--- src/rtl/muldiv_unit.sv ---
// muldiv_unit: iterative RV32M-style multiply/divide unit.
// One result bit per cycle; every op takes exactly XLEN+1 cycles from accept
// to the done pulse. Multiplies use radix-2 shift-add on operand magnitudes,
// divides use restoring division; signs are applied to the final value.
// Build option: define MULDIV_DIV_EN to include the divider. Without it,
// ops 100-111 run the same FSM and latency and return 0.
module muldiv_unit #(
  parameter int unsigned XLEN = 32
) (
  input  logic            clk,
  input  logic            rst_n,
  input  logic            start,
  input  logic [2:0]      op,
  input  logic [XLEN-1:0] a,
  input  logic [XLEN-1:0] b,
  input  logic            flush,
  output logic            busy,
  output logic            done,
  output logic [XLEN-1:0] result
);

  localparam int unsigned CW = $clog2(XLEN + 1);

  typedef enum logic [1:0] {
    IDLE = 2'd0,
    CALC = 2'd1,
    DONE = 2'd2
  } state_t;

  state_t              state_q, state_d;
  logic [CW-1:0]       cnt_q, cnt_d;
  logic [2:0]          op_q, op_d;
  logic                neg_q, neg_d;
  logic [XLEN-1:0]     opnd_q, opnd_d;
  logic [2*XLEN-1:0]   acc_q, acc_d;
  logic                busy_q, busy_d;
  logic                done_q, done_d;
  logic [XLEN-1:0]     result_q, result_d;

  logic                sa, sb;
  logic [XLEN-1:0]     mag_a, mag_b;
  logic [XLEN:0]       mul_sum;
  logic [2*XLEN-1:0]   mul_next, acc_next, prod_fix;
  logic [XLEN-1:0]     fin;

  // Operand sign decode and magnitudes for the op being requested
  always_comb begin
    sa    = a[XLEN-1] & ((op == 3'b001) | (op == 3'b010) | (op == 3'b100) | (op == 3'b110));
    sb    = b[XLEN-1] & ((op == 3'b001) | (op == 3'b100) | (op == 3'b110));
    mag_a = sa ? -a : a;
    mag_b = sb ? -b : b;
  end

  // Multiply step: acc = {partial product, remaining multiplier bits}, LSB first
  always_comb begin
    mul_sum  = {1'b0, acc_q[2*XLEN-1:XLEN]} + (acc_q[0] ? {1'b0, opnd_q} : '0);
    mul_next = {mul_sum, acc_q[XLEN-1:1]};
  end

`ifdef MULDIV_DIV_EN
  logic [XLEN:0]     div_tmp, div_diff;
  logic [2*XLEN-1:0] div_next;

  // Restoring divide step: acc = {remainder, dividend/quotient}, MSB first
  always_comb begin
    div_tmp  = {acc_q[2*XLEN-1:XLEN], acc_q[XLEN-1]};
    div_diff = div_tmp - {1'b0, opnd_q};
    if (div_diff[XLEN]) begin
      div_next = {div_tmp[XLEN-1:0], acc_q[XLEN-2:0], 1'b0};
    end else begin
      div_next = {div_diff[XLEN-1:0], acc_q[XLEN-2:0], 1'b1};
    end
  end

  // Select the step matching the latched op
  always_comb begin
    acc_next = op_q[2] ? div_next : mul_next;
  end
`else
  // Only the multiplier exists; divide ops still iterate for fixed latency
  always_comb begin
    acc_next = mul_next;
  end
`endif

  // Final value from the last iteration, sign applied
  always_comb begin
    prod_fix = neg_q ? -acc_next : acc_next;
    fin      = '0;
    case (op_q)
      3'b000:                 fin = prod_fix[XLEN-1:0];
      3'b001, 3'b010, 3'b011: fin = prod_fix[2*XLEN-1:XLEN];
`ifdef MULDIV_DIV_EN
      3'b100, 3'b101:         fin = neg_q ? -acc_next[XLEN-1:0] : acc_next[XLEN-1:0];
      default:                fin = neg_q ? -acc_next[2*XLEN-1:XLEN] : acc_next[2*XLEN-1:XLEN];
`else
      default:                fin = '0;
`endif
    endcase
  end

  // Next-state, datapath and output logic
  always_comb begin
    state_d  = state_q;
    cnt_d    = cnt_q;
    op_d     = op_q;
    neg_d    = neg_q;
    opnd_d   = opnd_q;
    acc_d    = acc_q;
    done_d   = 1'b0;
    result_d = result_q;
    unique case (state_q)
      IDLE: begin
        if (start && !flush) begin
          state_d = CALC;
          cnt_d   = CW'(XLEN);
          op_d    = op;
          opnd_d  = op[2] ? mag_b : mag_a;
          acc_d   = op[2] ? {{XLEN{1'b0}}, mag_a} : {{XLEN{1'b0}}, mag_b};
          // Divide by zero leaves an all-ones magnitude quotient; keeping DIV
          // positive there returns all ones, and the remainder already equals a.
          case (op)
            3'b100:  neg_d = (sa ^ sb) & (b != '0);
            3'b101:  neg_d = 1'b0;
            3'b110:  neg_d = sa;
            3'b111:  neg_d = 1'b0;
            default: neg_d = sa ^ sb;
          endcase
        end
      end
      CALC: begin
        if (flush) begin
          state_d = IDLE;
        end else begin
          acc_d = acc_next;
          cnt_d = cnt_q - CW'(1);
          if (cnt_d == '0) begin
            state_d  = DONE;
            done_d   = 1'b1;
            result_d = fin;
          end
        end
      end
      DONE: begin
        state_d = IDLE;
      end
      default: begin
        state_d = IDLE;
      end
    endcase
    busy_d = (state_d != IDLE);
  end

  // State and datapath registers
  always_ff @(posedge clk or negedge rst_n) begin
    if (!rst_n) begin
      state_q  <= IDLE;
      cnt_q    <= '0;
      op_q     <= '0;
      neg_q    <= 1'b0;
      opnd_q   <= '0;
      acc_q    <= '0;
      busy_q   <= 1'b0;
      done_q   <= 1'b0;
      result_q <= '0;
    end else begin
      state_q  <= state_d;
      cnt_q    <= cnt_d;
      op_q     <= op_d;
      neg_q    <= neg_d;
      opnd_q   <= opnd_d;
      acc_q    <= acc_d;
      busy_q   <= busy_d;
      done_q   <= done_d;
      result_q <= result_d;
    end
  end

  assign busy   = busy_q;
  assign done   = done_q;
  assign result = result_q;

endmodule

--- config.mk ---
export PLATFORM = sky130hd
export DESIGN_NAME = muldiv_unit
export DESIGN_NICKNAME = d
export VERILOG_FILES = /design/src/rtl/muldiv_unit.sv
export SDC_FILE = /design/constraint.sdc
export NUM_CORES = 1
export LEC_CHECK = 0
export CAP_MARGIN = 20
export CORE_AREA = 5 5 156 158
export DETAILED_ROUTE_END_ITERATION = 8
export DIE_AREA = 0 0 161 163
export PLACE_DENSITY = 0.68
export SYNTH_ARGS = -nofsm -noshare
export SYNTH_HDL_FRONTEND = slang
export SYNTH_SLANG_ARGS = --single-unit
--- constraint.sdc ---
create_clock -name clk -period 5.5 [get_ports clk]
set_input_delay 0.825 -clock clk [delete_from_list [all_inputs] [get_ports clk]]
set_output_delay 0.825 -clock clk [all_outputs]
set_load 0.005 [all_outputs]
; ---- After elaboration in Yosys (flattened, before gate mapping)
; Index checks and enable logic that the tools add are counted.
[totals]
latchBits = 0
out_inout_bits = 34
mem_bits_ro = 0
mem_count = 0
register_bits = 142
ramBits = 0
[classes]
div_mod_pow = 0
shifts = 0
multipliers = 0
muxes = 21
add_sub_neg = 5
n_bitwise = 10
n_lt_le_gt_ge = 0
reduce_logical = 13
n_eq_ne = 12
[ops]
columns = op, n
row1 = 64-bit two-way mux, 3
row2 = 32-bit two-way mux, 5
row3 = 64-bit case mux with 2 select lines, 1
row4 = 32-bit negation, 2
row5 = 64-bit negation, 1
row6 = 32-bit case mux with 2 select lines, 1
row7 = 32-bit by 32-bit adder with 33-bit output, 1
row8 = 32-bit nonzero test, 1
row9 = "3-bit == test, second input constant", 4
row10 = 6-bit two-way mux, 2
row11 = 6-bit case mux with 2 select lines, 1
row12 = "3-bit by 2-bit == test with 1-bit output, second input constant", 3
row13 = "3-bit by 1-bit == test with 1-bit output, second input constant", 2
row14 = 6-bit logical NOT, 1
row15 = 2-bit two-way mux, 3
row16 = 3-bit AND reduction, 2
row17 = "6-bit by 1-bit subtractor with 6-bit output, second input constant", 1
row18 = 1-bit OR, 5
row19 = "2-bit inequality test, second input constant", 2
row20 = 2-bit case mux with 2 select lines, 1
row21 = 2-bit nonzero test, 2
row22 = 1-bit AND, 3
row23 = 3-bit logical NOT, 1
row24 = 1-bit two-way mux, 3
row25 = other kinds (10), 10

; ---- Depth between registers and ports, before layout
[depth]
ltp_word = 9
ltp_mapped = 15
depth_no_buf = 14

; ---- Least setup slack after synthesis
; No wires, ideal clock.
[synth_path]
path_type = reg-to-reg
from = reg acc_q[0]
to = reg result_q[23] (netlist: result[23])
period_less_slack_ns = 4.055
slack_ns = 1.445
arrival_ns = 3.933
stages_incl_launch_ff = 16
cell_sequence = dfrtp_1 -> clkbuf_1 -> and2_1 -> ha_1 -> fa_1 -> nand3_1 -> a21oi_1 -> or3_1 -> a21o_1 -> or4_4 -> nor4_4 -> nand3b_2 -> o41ai_1 -> xor2_1 -> nand2_1 -> a32o_1
[synth_between]
elab_chain_cells = 5
[synth_rtl]
columns = element, line_no
row1 = from (decl), 35  ; logic [2*XLEN-1:0] acc_q, acc_d;
row2 = from (signal assigned), 162  ; acc_q <= '0;
row3 = from (signal assigned), 172  ; acc_q <= acc_d;
row4 = 32-bit two-way mux (*), 56  ; mul_sum = {1'b0, acc_q[2*XLEN-1:XLEN]} + (acc_q[0] ? {1'b0, opnd_q} : '0);
row5 = 32-bit by 32-bit adder with 33-bit output (*), 56
row6 = 64-bit negation, 88  ; prod_fix = neg_q ? -acc_next : acc_next;
row7 = 64-bit two-way mux (*), 88
row8 = 32-bit case mux with 2 select lines (*), 90  ; case (op_q)
row9 = to (signal assigned), 175  ; result_q <= result_d;
row10 = to (decl), 38  ; logic [XLEN-1:0] result_q, result_d;
; Mark *: on every way between the ends. The rest lies on a longest branch, timed or not.
; A chain may end at the register's enable or synchronous reset.

; ---- Worst setup path in the final report
; Same ends and word-level chain as after synthesis.

==> impl_metrics.tcl <==
set metrics [dict create \
    pin_count_of_the_biggest_net_entering_global_routing 128 \
    place.detailed.instances 1704 \
    grt_use_total 0.2573 \
    drc 0 \
    num_io_pins 105 \
    route.detailed.vias_per_inst 6.028 \
    yosys.area_share.adder 0.04328 \
    worstPathRequired_ns 5.83 \
    synth-warning-count 0 \
    max_cap_viol_count 0 \
    cts_tree "built" \
    fp-row-count 56 \
    synthFlopType "sky130_fd_sc_hd__dfrtp_1" \
    ctsHtreeMaxLevel 4 \
    globalplace.congestion 0.9385 \
    cts-hold-fix-buffers 0 \
    final-instance-count-excl-fill 1737 \
    antenna_cells 0 \
    synth_cell_count_leaders "sky130_fd_sc_hd__o21ai_0, sky130_fd_sc_hd__nand2_1, sky130_fd_sc_hd__dfrtp_1, sky130_fd_sc_hd__nor2_1, sky130_fd_sc_hd__a21oi_1" \
    clk_path_buf_depth 2 \
    critical_path_peak_fanout 33 \
    worst_endpoint_data_arrival_time_ns 5.14 \
    report.final.hold_viol_count 0 \
    die_width_um 161 \
    edff_count_synth 0 \
    synth.top_cell.area_share 0.3184 \
    postCtsResizedCells 0 \
    place_hpwl_mm 25.44 \
    main_combinational_cell_family_by_area_after_synthesis "compound AO/OA/AOI/OAI gates" \
    area_growth_syn_to_layout_pct 16.21 \
    synth_xor_area_frac 0.1146 \
    fin_nets 1543 \
    setup_crit_start_kind "flop" \
    slew_violations 0 \
    initial_utilization 0.4856 \
    clock_latency_ns 0.44 \
    final.period_utilization 0.8742 \
    clock_power_share 0.264 \
    timing.setup.tns_ns 0 \
    synth.net_count 1496 \
    max_slew_margin 0.2989 \
    fill_cells 2156 \
    number_of_endpoints_failing_setup_at_the_final_stage 0 \
    port_buffer_cells 104 \
    worstHoldPathType "in -> async" \
    netlist_area_um2 11160 \
    timing.setup.critical_path_class "reg -> reg" \
    clock-root-buffer "sky130_fd_sc_hd__clkbuf_16" \
    cts_made_buffers 17 \
    post_synth_mux_area_share 0.01502 \
    grt_first_pass_wirelength_mm 54.43 \
    post_route_antenna_net_violation_count 0 \
    synth_compound_gate_area_share 0.2681 \
    pre_cts_ws_ns 0.7533 \
    power_leakage_nw 5.506 \
    internal_power_summed_over_all_cells_mw 2.739 \
    detailroute.via_count 10470 \
    fp.dieArea_um2 26240 \
    seq_area_um2 3553 \
    number_of_antenna_violations_at_the_first_check_in_global_routing 0 \
    design.core.area_um2 22980 \
    min_period_ns 4.808 \
    yosys.area_share.simple 0.2000 \
    post-synth-top-count-cell "sky130_fd_sc_hd__o21ai_0" \
    skew_ns 0.01315 \
    switching_power_mw 1.967 \
    synth-async-reset-ratio 1.000 \
    max_freq_mhz 208.0 \
    outcome "complete, no violations" \
    cts_num_sinks 142 \
    synth.ff_latch_count 142 \
    p_sw_frac 0.4179 \
    worst_slack_ns 0.6921 \
    power_frac_comb 0.409 \
    synth-seq-area-share 0.3184 \
    post_synthesis_cell_count 1387 \
    drt-total-wl_mm 33.80 \
    cellPowerDensity_nw_per_um2 362.9 \
    library_cell_with_the_largest_summed_area_after_synthesis "sky130_fd_sc_hd__dfrtp_1" \
    post_route_cells_drive_above_1_share 0.05529 \
    synth.area.top_cells "sky130_fd_sc_hd__dfrtp_1, sky130_fd_sc_hd__o21ai_0, sky130_fd_sc_hd__xnor2_1" \
    share_seq_of_total_power 0.327 \
    postSynthAreaPerCell_um2 8.046 \
    first_global_vias 9877 \
    synth.lib_cells_used.distinct 75 \
    clkTransAtPathRegs_ns 0.07 \
    dr.pass1.iters 5 \
    cts_post_setup_buffers_inserted 0 \
    die_h_um 163 \
    iteration_0_drc_count_of_the_detailed_router 977 \
    vdd_ir_drop_max_uv 222.7 \
    unrepaired_setup_endpoints_after_global_routing "no" \
    cp-end-kind "flop" \
    drt-wirelength-per-cell_um 19.46 \
    grt-ovfl-total 0 \
    worst-slew-pin-transition_ns 1.050 \
    multi_input_area_um2 7177 \
]
[area by class of cell]
class,instances,area share
flip-flops and latches,142,0.2740
inverters,26,0.007525
clock inverters,15,0.01447
well taps,290,0.02798
multi-input cells,1129,0.5534
repair buffers,118,0.08982
clock buffers,17,0.03280
[path summary, 6_finish.rpt]
kind,startpoint,cells past startpoint,end,slack (ns)
max reg2reg,acc_q[0],14,result[23],0.69
min,rst_n,1,opnd_q[10],0.17
max,acc_q[0],14,result[23],0.69
min in group clk,opnd_q[14],2,opnd_q[14],0.49
min reg2reg,opnd_q[14],2,opnd_q[14],0.49
max in group asynchronous,rst_n,3,acc_q[54],4.13
[worst max-delay path, cell delays in order (launching register included)]
cell and delay, ns:
sky130_fd_sc_hd__dfrtp_1 0.89, sky130_fd_sc_hd__and2_1 0.30, sky130_fd_sc_hd__ha_1 0.28, sky130_fd_sc_hd__a211oi_2 0.41
sky130_fd_sc_hd__nor4_1 0.14, sky130_fd_sc_hd__a211oi_2 0.34, sky130_fd_sc_hd__nor2_1 0.09, sky130_fd_sc_hd__o311ai_1 0.63
sky130_fd_sc_hd__nor4b_1 0.33, sky130_fd_sc_hd__buf_4 0.18, sky130_fd_sc_hd__nand2_1 0.12, sky130_fd_sc_hd__o41ai_1 0.45
sky130_fd_sc_hd__xor2_1 0.18, sky130_fd_sc_hd__nand2_1 0.07, sky130_fd_sc_hd__a32o_1 0.27
[through the flow]
stage	instance area [um2]	hold slack [ns]	utilization	total power [mW]
6_report	12970	0.1742	0.5643	4.706
5_1_grt	12970	0.1693	0.5643	4.979
4_1_cts	12940	0.4895	0.5631	4.684
3_5_place_dp	12330	0.4732	0.5364	3.434
3_3_place_gp	12330	0.4648	0.5364	3.413
2_1_floorplan	11160	0.4418	-	2.800
[layer usage]
metal,track usage,up-vias,wire (um)
met5,0,-,0
met4,0.06786,0,638
met3,0.03366,47,2301
met2,0.3855,392,14530
met1,0.3919,4896,16330
li1,-,5136,-
[registers in the layout, summed over array words and instances, names as in the netlist]
register,cells
acc_q,64
busy,1
cnt_q,6
done,1
neg_q,1
op_q,3
opnd_q,32
result,32
state_q,2
[layout by cell type (no fill, tap or decap), drive strengths merged, types with 7 or more instances in the layout]
cell type and instances:
a21o 14, nor3 32, a22oi 26, clkdlybuf4s50 102, inv 37, nand2b 11
xnor2 81, buf 16, o21ai 170, clkbuf 17, or2 8, or4 16
o31ai 27, nor4 20, nand4 13, o41ai 14, nand3 18, a211oi 14
a32o 7, or3 7, a31oi 7, a22o 36, ha 37, nand2 162
and2 36, dfrtp 142, xor2 65, nor2 109, a21oi 108, mux2i 10
[power by group through the flow]
| stage | Clock, mW | Sequential (mW) | Combinational [mW] |
|---|---|---|---|
| after floorplan | 0 | 1.42 | 1.38 |
| after global placement | 0 | 1.54 | 1.87 |
| after detailed placement | 0 | 1.54 | 1.89 |
| after CTS | 1.25 | 1.53 | 1.90 |
| after global routing | 1.29 | 1.57 | 2.12 |
| final | 1.24 | 1.54 | 1.93 |
[logic make-up (layout without fill, tap and decap cells)]
group	after synthesis	in the layout
multiplexers	16	16
buffers and inverters	116	176
AO/OA/AOI/OAI	471	471
adder cells (fa/ha/maj)	38	38
AND/OR/NAND/NOR	458	458
flip-flops	142	142
XOR/XNOR	146	146
No activity file was read; power rests on OpenSTA's default activity.
==> patch 1: new RTL, same flow settings <==
The 3 states of `state_t` get a one-hot encoding in 3 bits.
--- a/src/rtl/muldiv_unit.sv
+++ b/src/rtl/muldiv_unit.sv
@@ -21,10 +21,10 @@
 
   localparam int unsigned CW = $clog2(XLEN + 1);
 
-  typedef enum logic [1:0] {
-    IDLE = 2'd0,
-    CALC = 2'd1,
-    DONE = 2'd2
+  typedef enum logic [2:0] {
+    IDLE = 3'b001,
+    CALC = 3'b010,
+    DONE = 3'b100
   } state_t;
 
   state_t              state_q, state_d;
Function: same outputs for any inputs over 10 cycles, from zero or initial values and one cycle with rst_n low; not proved beyond that.
==> patch 1 against the original RTL <==
  * Cell count rose by 4.1%
  * Synthesized area rose by 2.6%
  * Core utilization rose by 1.4 points
  * Highest routed layer unchanged
  * Via count rose by 7.0%
  * Routed wire length rose by 9.7%
  * Critical endpoint is now result[30]$_DFFE_PN0P_
  * Die area did not move
  * Synthesized cell count rose by 3.9%
  * Final area rose by 2.5%
  * Setup slack improved by 0.031 ns
  * Largest power group unchanged
  * Clock skew rose by 0.0016 ns
  * Sequential cell count rose by 1
  * Total power fell by 14%
  * Worst hold slack improved by 0.14 ns
==> patch 1: results (changes against the original RTL) <==
- Outcome: finished, final reports clean
- Number of non-clock inverters in the layout: 22 (-15%)
- Post-CTS clock slew at the launch and capture registers of the worst setup and hold paths: 0.07 ns (about the same)
- Measured slew at the worst slew-check pin: 1.31 ns (+0.261 ns)
- Signal buf overhead: 9.03% (+0.048 points)
- Average wire per standard cell: 20.5 um (+5.4%)
- Share of synthesized area spent on multiplexers: 1.24% (-0.27 points)
- Number of instances in the synthesized netlist: 1441 (+3.9%)
- Overall routing resource usage: 28.4% (+2.7 points)
- CTS Root Cell: sky130_fd_sc_hd__clkbuf_16
- Leakage dissipation: 0.00559 uW (+1.4%)
- Multi-input combinational area share: 56.1% (+0.77 points)
- Synthesized-area fraction occupied by ao, oa, aoi and oai cells: 26.4% (-0.36 points)
- Count of routing violations after the opening detailed-route iteration: 1058 (+8.3%)
- Commonest cells in the synthesized netlist: sky130_fd_sc_hd__o21ai_0, sky130_fd_sc_hd__nand2_1, sky130_fd_sc_hd__dfrtp_1, sky130_fd_sc_hd__nor2_1, sky130_fd_sc_hd__a21oi_1
- Overall power consumption: 4060 uW (-14%)
- Nets: 1614 (+4.6%)
- Yosys cell types: 90 (+20%)
- Synthesized area per cell: 7.94 sq um (-1.3%)
- Count of vias placed by the detailed router: 11200 (+7.0%)
- Adder-Cell Fraction of Synth Area: 4.22% (-0.11 points)
- Synthesized flop and latch total: 143 (+0.70%)
- Share of post-route cells with drive strength above 1: 6.59% (+1.1 points)
- VDD IR max: 0.235 mV (+5.5%)
- First-pass GRT wire length: 59000 um (+8.4%)
- Placed cell area: 0.0127 sq mm (+2.8%)
- Sequential cell area in the final layout: 0.00358 sq mm (+0.74%)
- Number of iterations in the first detailed-routing pass: 6 (+1)
- Cells on worst reg2reg path: 15 (+1)
- DP Wirelength: 28700 um (+13%)
- Final RePlAce weighted congestion: 0.978 (+4.2%)
- Filler cell count in the final layout: 2148 (-0.37%)
- Total wire length: 37100 um (+9.7%)
- Placement-stage worst setup slack: 0.808 ns (+0.0547 ns)
- Final clock skew: 0.0147 ns (+0.00157 ns)
- Clock buffer and inverter area fraction after layout: 4.57% (-0.16 points)
- Arrival time of the worst setup path: 5.16 ns (+0.02 ns)
- Multi-input combinational gate total: 1195 (+5.8%)
- Largest net degree at the start of global routing: 118 (-7.8%)
- Fraction of the yosys area taken by sequential cells: 31.3% (-0.56 points)
- Count of plain and timing-repair buffers: 126 (+6.8%)
- Bufs and invs on worst path: 2 (+1)
- Synth Area in XOR/XNOR: 10.1% (-1.4 points)
- Placed cell count: 1775 (+4.2%)
- Synth-to-Final Area Change: 16.1% (about the same)
- Largest cells by area after synthesis: sky130_fd_sc_hd__dfrtp_1, sky130_fd_sc_hd__o21ai_0, sky130_fd_sc_hd__nand2_1
==> patch 1: layer usage <==
metal	up-vias	global-route usage [%]	share of wire (%)
li1	5390	-	-
met1	5310	38.6	44
met2	441	46.3	46
met3	63	5.01	7.2
met4	0	9.58	2.9
met5	-	0	0
==> patch 1: worst paths after layout <==
path,start,end,slack (ns)
worst max register to register,acc_q[0]$_DFFE_PN0P_,result[30]$_DFFE_PN0P_,0.72
min in group clk,opnd_q[10]$_DFFE_PN0P_,opnd_q[10]$_DFFE_PN0P_,0.48
worst min register to register,opnd_q[10]$_DFFE_PN0P_,opnd_q[10]$_DFFE_PN0P_,0.48
worst min-delay path,rst_n,cnt_q[3]$_DFFE_PN0P_,0.32
max in group asynchronous,rst_n,acc_q[31]$_DFFE_PN0P_,4.10
worst max-delay path,acc_q[0]$_DFFE_PN0P_,result[30]$_DFFE_PN0P_,0.72
==> patch 1: where the power goes <==
group	internal (uW)	switching (uW)	total, uW
combinational	564	915	1480
sequential	1190	197	1380
clock	618	574	1190
==> patch 2: new RTL, config.mk and constraints unchanged <==
Made on the original files. Set the parameter `XLEN` to 16 (it was 32).
--- a/src/rtl/muldiv_unit.sv
+++ b/src/rtl/muldiv_unit.sv
@@ -5,7 +5,7 @@
 // Build option: define MULDIV_DIV_EN to include the divider. Without it,
 // ops 100-111 run the same FSM and latency and return 0.
 module muldiv_unit #(
-  parameter int unsigned XLEN = 32
+  parameter int unsigned XLEN = 16
 ) (
   input  logic            clk,
   input  logic            rst_n,
Interface: changed (resized a, b and result); port bits go from 105 to 57. The function was not compared with the original's and may differ.
==> patch 2 against the original RTL <==
  * Sequential cell count fell by 65
  * Critical path depth is 2 lower
  * Critical endpoint is now result[15]$_DFFE_PN0P_
  * Final area down 46%
  * Synthesized area fell by 47%
  * Synthesized cell count is 49% lower
  * Total power shrank 41%
  * Routed wire length down 53%
  * Largest cell class unchanged
  * Clock power is 57% lower
  * Setup slack better by 0.65 ns
==> patch 2: results (changes against the original RTL) <==
- Outcome: finished, final reports clean
- Share of post-route cells with drive strength above 1: 6.00% (+0.47 points)
- Count of plain and timing-repair buffers: 63 (-47%)
- CP Max Fanout: 17 (-48%)
- Largest cells by area after synthesis: sky130_fd_sc_hd__dfrtp_1, sky130_fd_sc_hd__o21ai_0, sky130_fd_sc_hd__nand2_1
- Met3 Usage GRT: 2.35% (-1.0 points)
- First-pass GRT wire length: 26100 um (-52%)
- Post-synth net total: 775 (-48%)
- Commonest cells in the synthesized netlist: sky130_fd_sc_hd__nand2_1, sky130_fd_sc_hd__dfrtp_1, sky130_fd_sc_hd__o21ai_0, sky130_fd_sc_hd__nor2_1, sky130_fd_sc_hd__a21oi_1
- Synthesized-area fraction occupied by ao, oa, aoi and oai cells: 24.8% (-2.0 points)
- Crit path largest cell delay: 0.50 ns (-0.39 ns)
- Net switching share of the total power: 41.8% (+0.044 points)
- Sequential group share of total power: 32.4% (-0.3 points)
- Worst hold slack: 0.310 ns (+0.136 ns)
- Overall routing resource usage: 12.3% (-13 points)
- Arrival time of the worst setup path: 4.39 ns (-0.75 ns)
- Largest net degree at the start of global routing: 78 (-39%)
- Share of synthesized area spent on multiplexers: 3.58% (+2.1 points)
- Signal buf overhead: 9.05% (+0.068 points)
- Synthesized flop and latch total: 77 (-46%)
- Max-slew headroom at the worst pin: 37.7% (+7.8 points)
- Placed cell area: 0.00668 sq mm (-46%)
- Power dissipated by switching net loads: 1160 uW (-41%)
- Clock network latency to the later pin of the worst-skew pair: 0.35 ns (-0.09 ns)
- Power attributed to combinational cells: 1340 uW (-31%)
- TritonCTS Buffers: 9 (-8)
- DP Wirelength: 12200 um (-52%)
- Number of non-clock inverters in the layout: 18 (-31%)
- Cells on worst reg2reg path: 12 (-2)
- Sequential cell area in the final layout: 0.00193 sq mm (-46%)
- Fraction of met1 tracks used by global routing: 18.1% (-21 points)
- Leakage dissipation: 0.00291 uW (-47%)
- Nets: 808 (-48%)
- Number of H-tree levels: 3 (-1)
- Largest register FFs: 32 (-50%)
- Multi-input combinational gate total: 578 (-49%)
- Met2 global-route usage: 17.9% (-21 points)
- Internal reg-to-reg setup slack: 1.34 ns (+0.65 ns)
- Placement-stage worst setup slack: 1.36 ns (+0.607 ns)
- Clock buffer count: 10 (-7)
- Count of vias placed by the detailed router: 5314 (-49%)
- Share of the cycle needed by the critical path after routing: 75.6% (-12 points)
- Clock buffer and inverter area fraction after layout: 3.68% (-1.0 points)
- Post-Layout Cell Count: 1040 (-40%)
- Via count of the first global-routing pass: 4858 (-51%)
- Final RePlAce weighted congestion: 0.829 (-12%)
- Met3 routed wirelength: 877 um (-62%)
- Count of routing violations after the opening detailed-route iteration: 416 (-57%)
- VDD IR max: 0.161 mV (-28%)
- Multi-input logic area: 0.00372 sq mm (-48%)
- Endpoint of the worst setup timing path: result[15]$_DFFE_PN0P_
- Adder-Cell Fraction of Synth Area: 4.81% (+0.49 points)
## patch 2: cell count changes in the layout (fill, tap and decap cells not counted), moves of 17 or more
cell,before,now
sky130_fd_sc_hd__xnor2_1,81,27
sky130_fd_sc_hd__clkdlybuf4s50_1,102,55
sky130_fd_sc_hd__nor3_1,31,5
sky130_fd_sc_hd__a21oi_1,107,42
sky130_fd_sc_hd__a22o_1,36,17
sky130_fd_sc_hd__xor2_1,65,32
sky130_fd_sc_hd__and2_1,36,19
sky130_fd_sc_hd__o21ai_0,163,73
sky130_fd_sc_hd__nand2_1,162,89
sky130_fd_sc_hd__dfrtp_1,142,77
sky130_fd_sc_hd__a22oi_1,26,3
sky130_fd_sc_hd__nor2_1,107,58
## patch 2: worst max-delay path: cells and delay by family (launching register included)
family / cells / cell delay [ns]
flops: 1 / 0.50
compound gates: 5 / 1.49
simple gates: 5 / 1.40
fa+ha+maj: 2 / 0.65
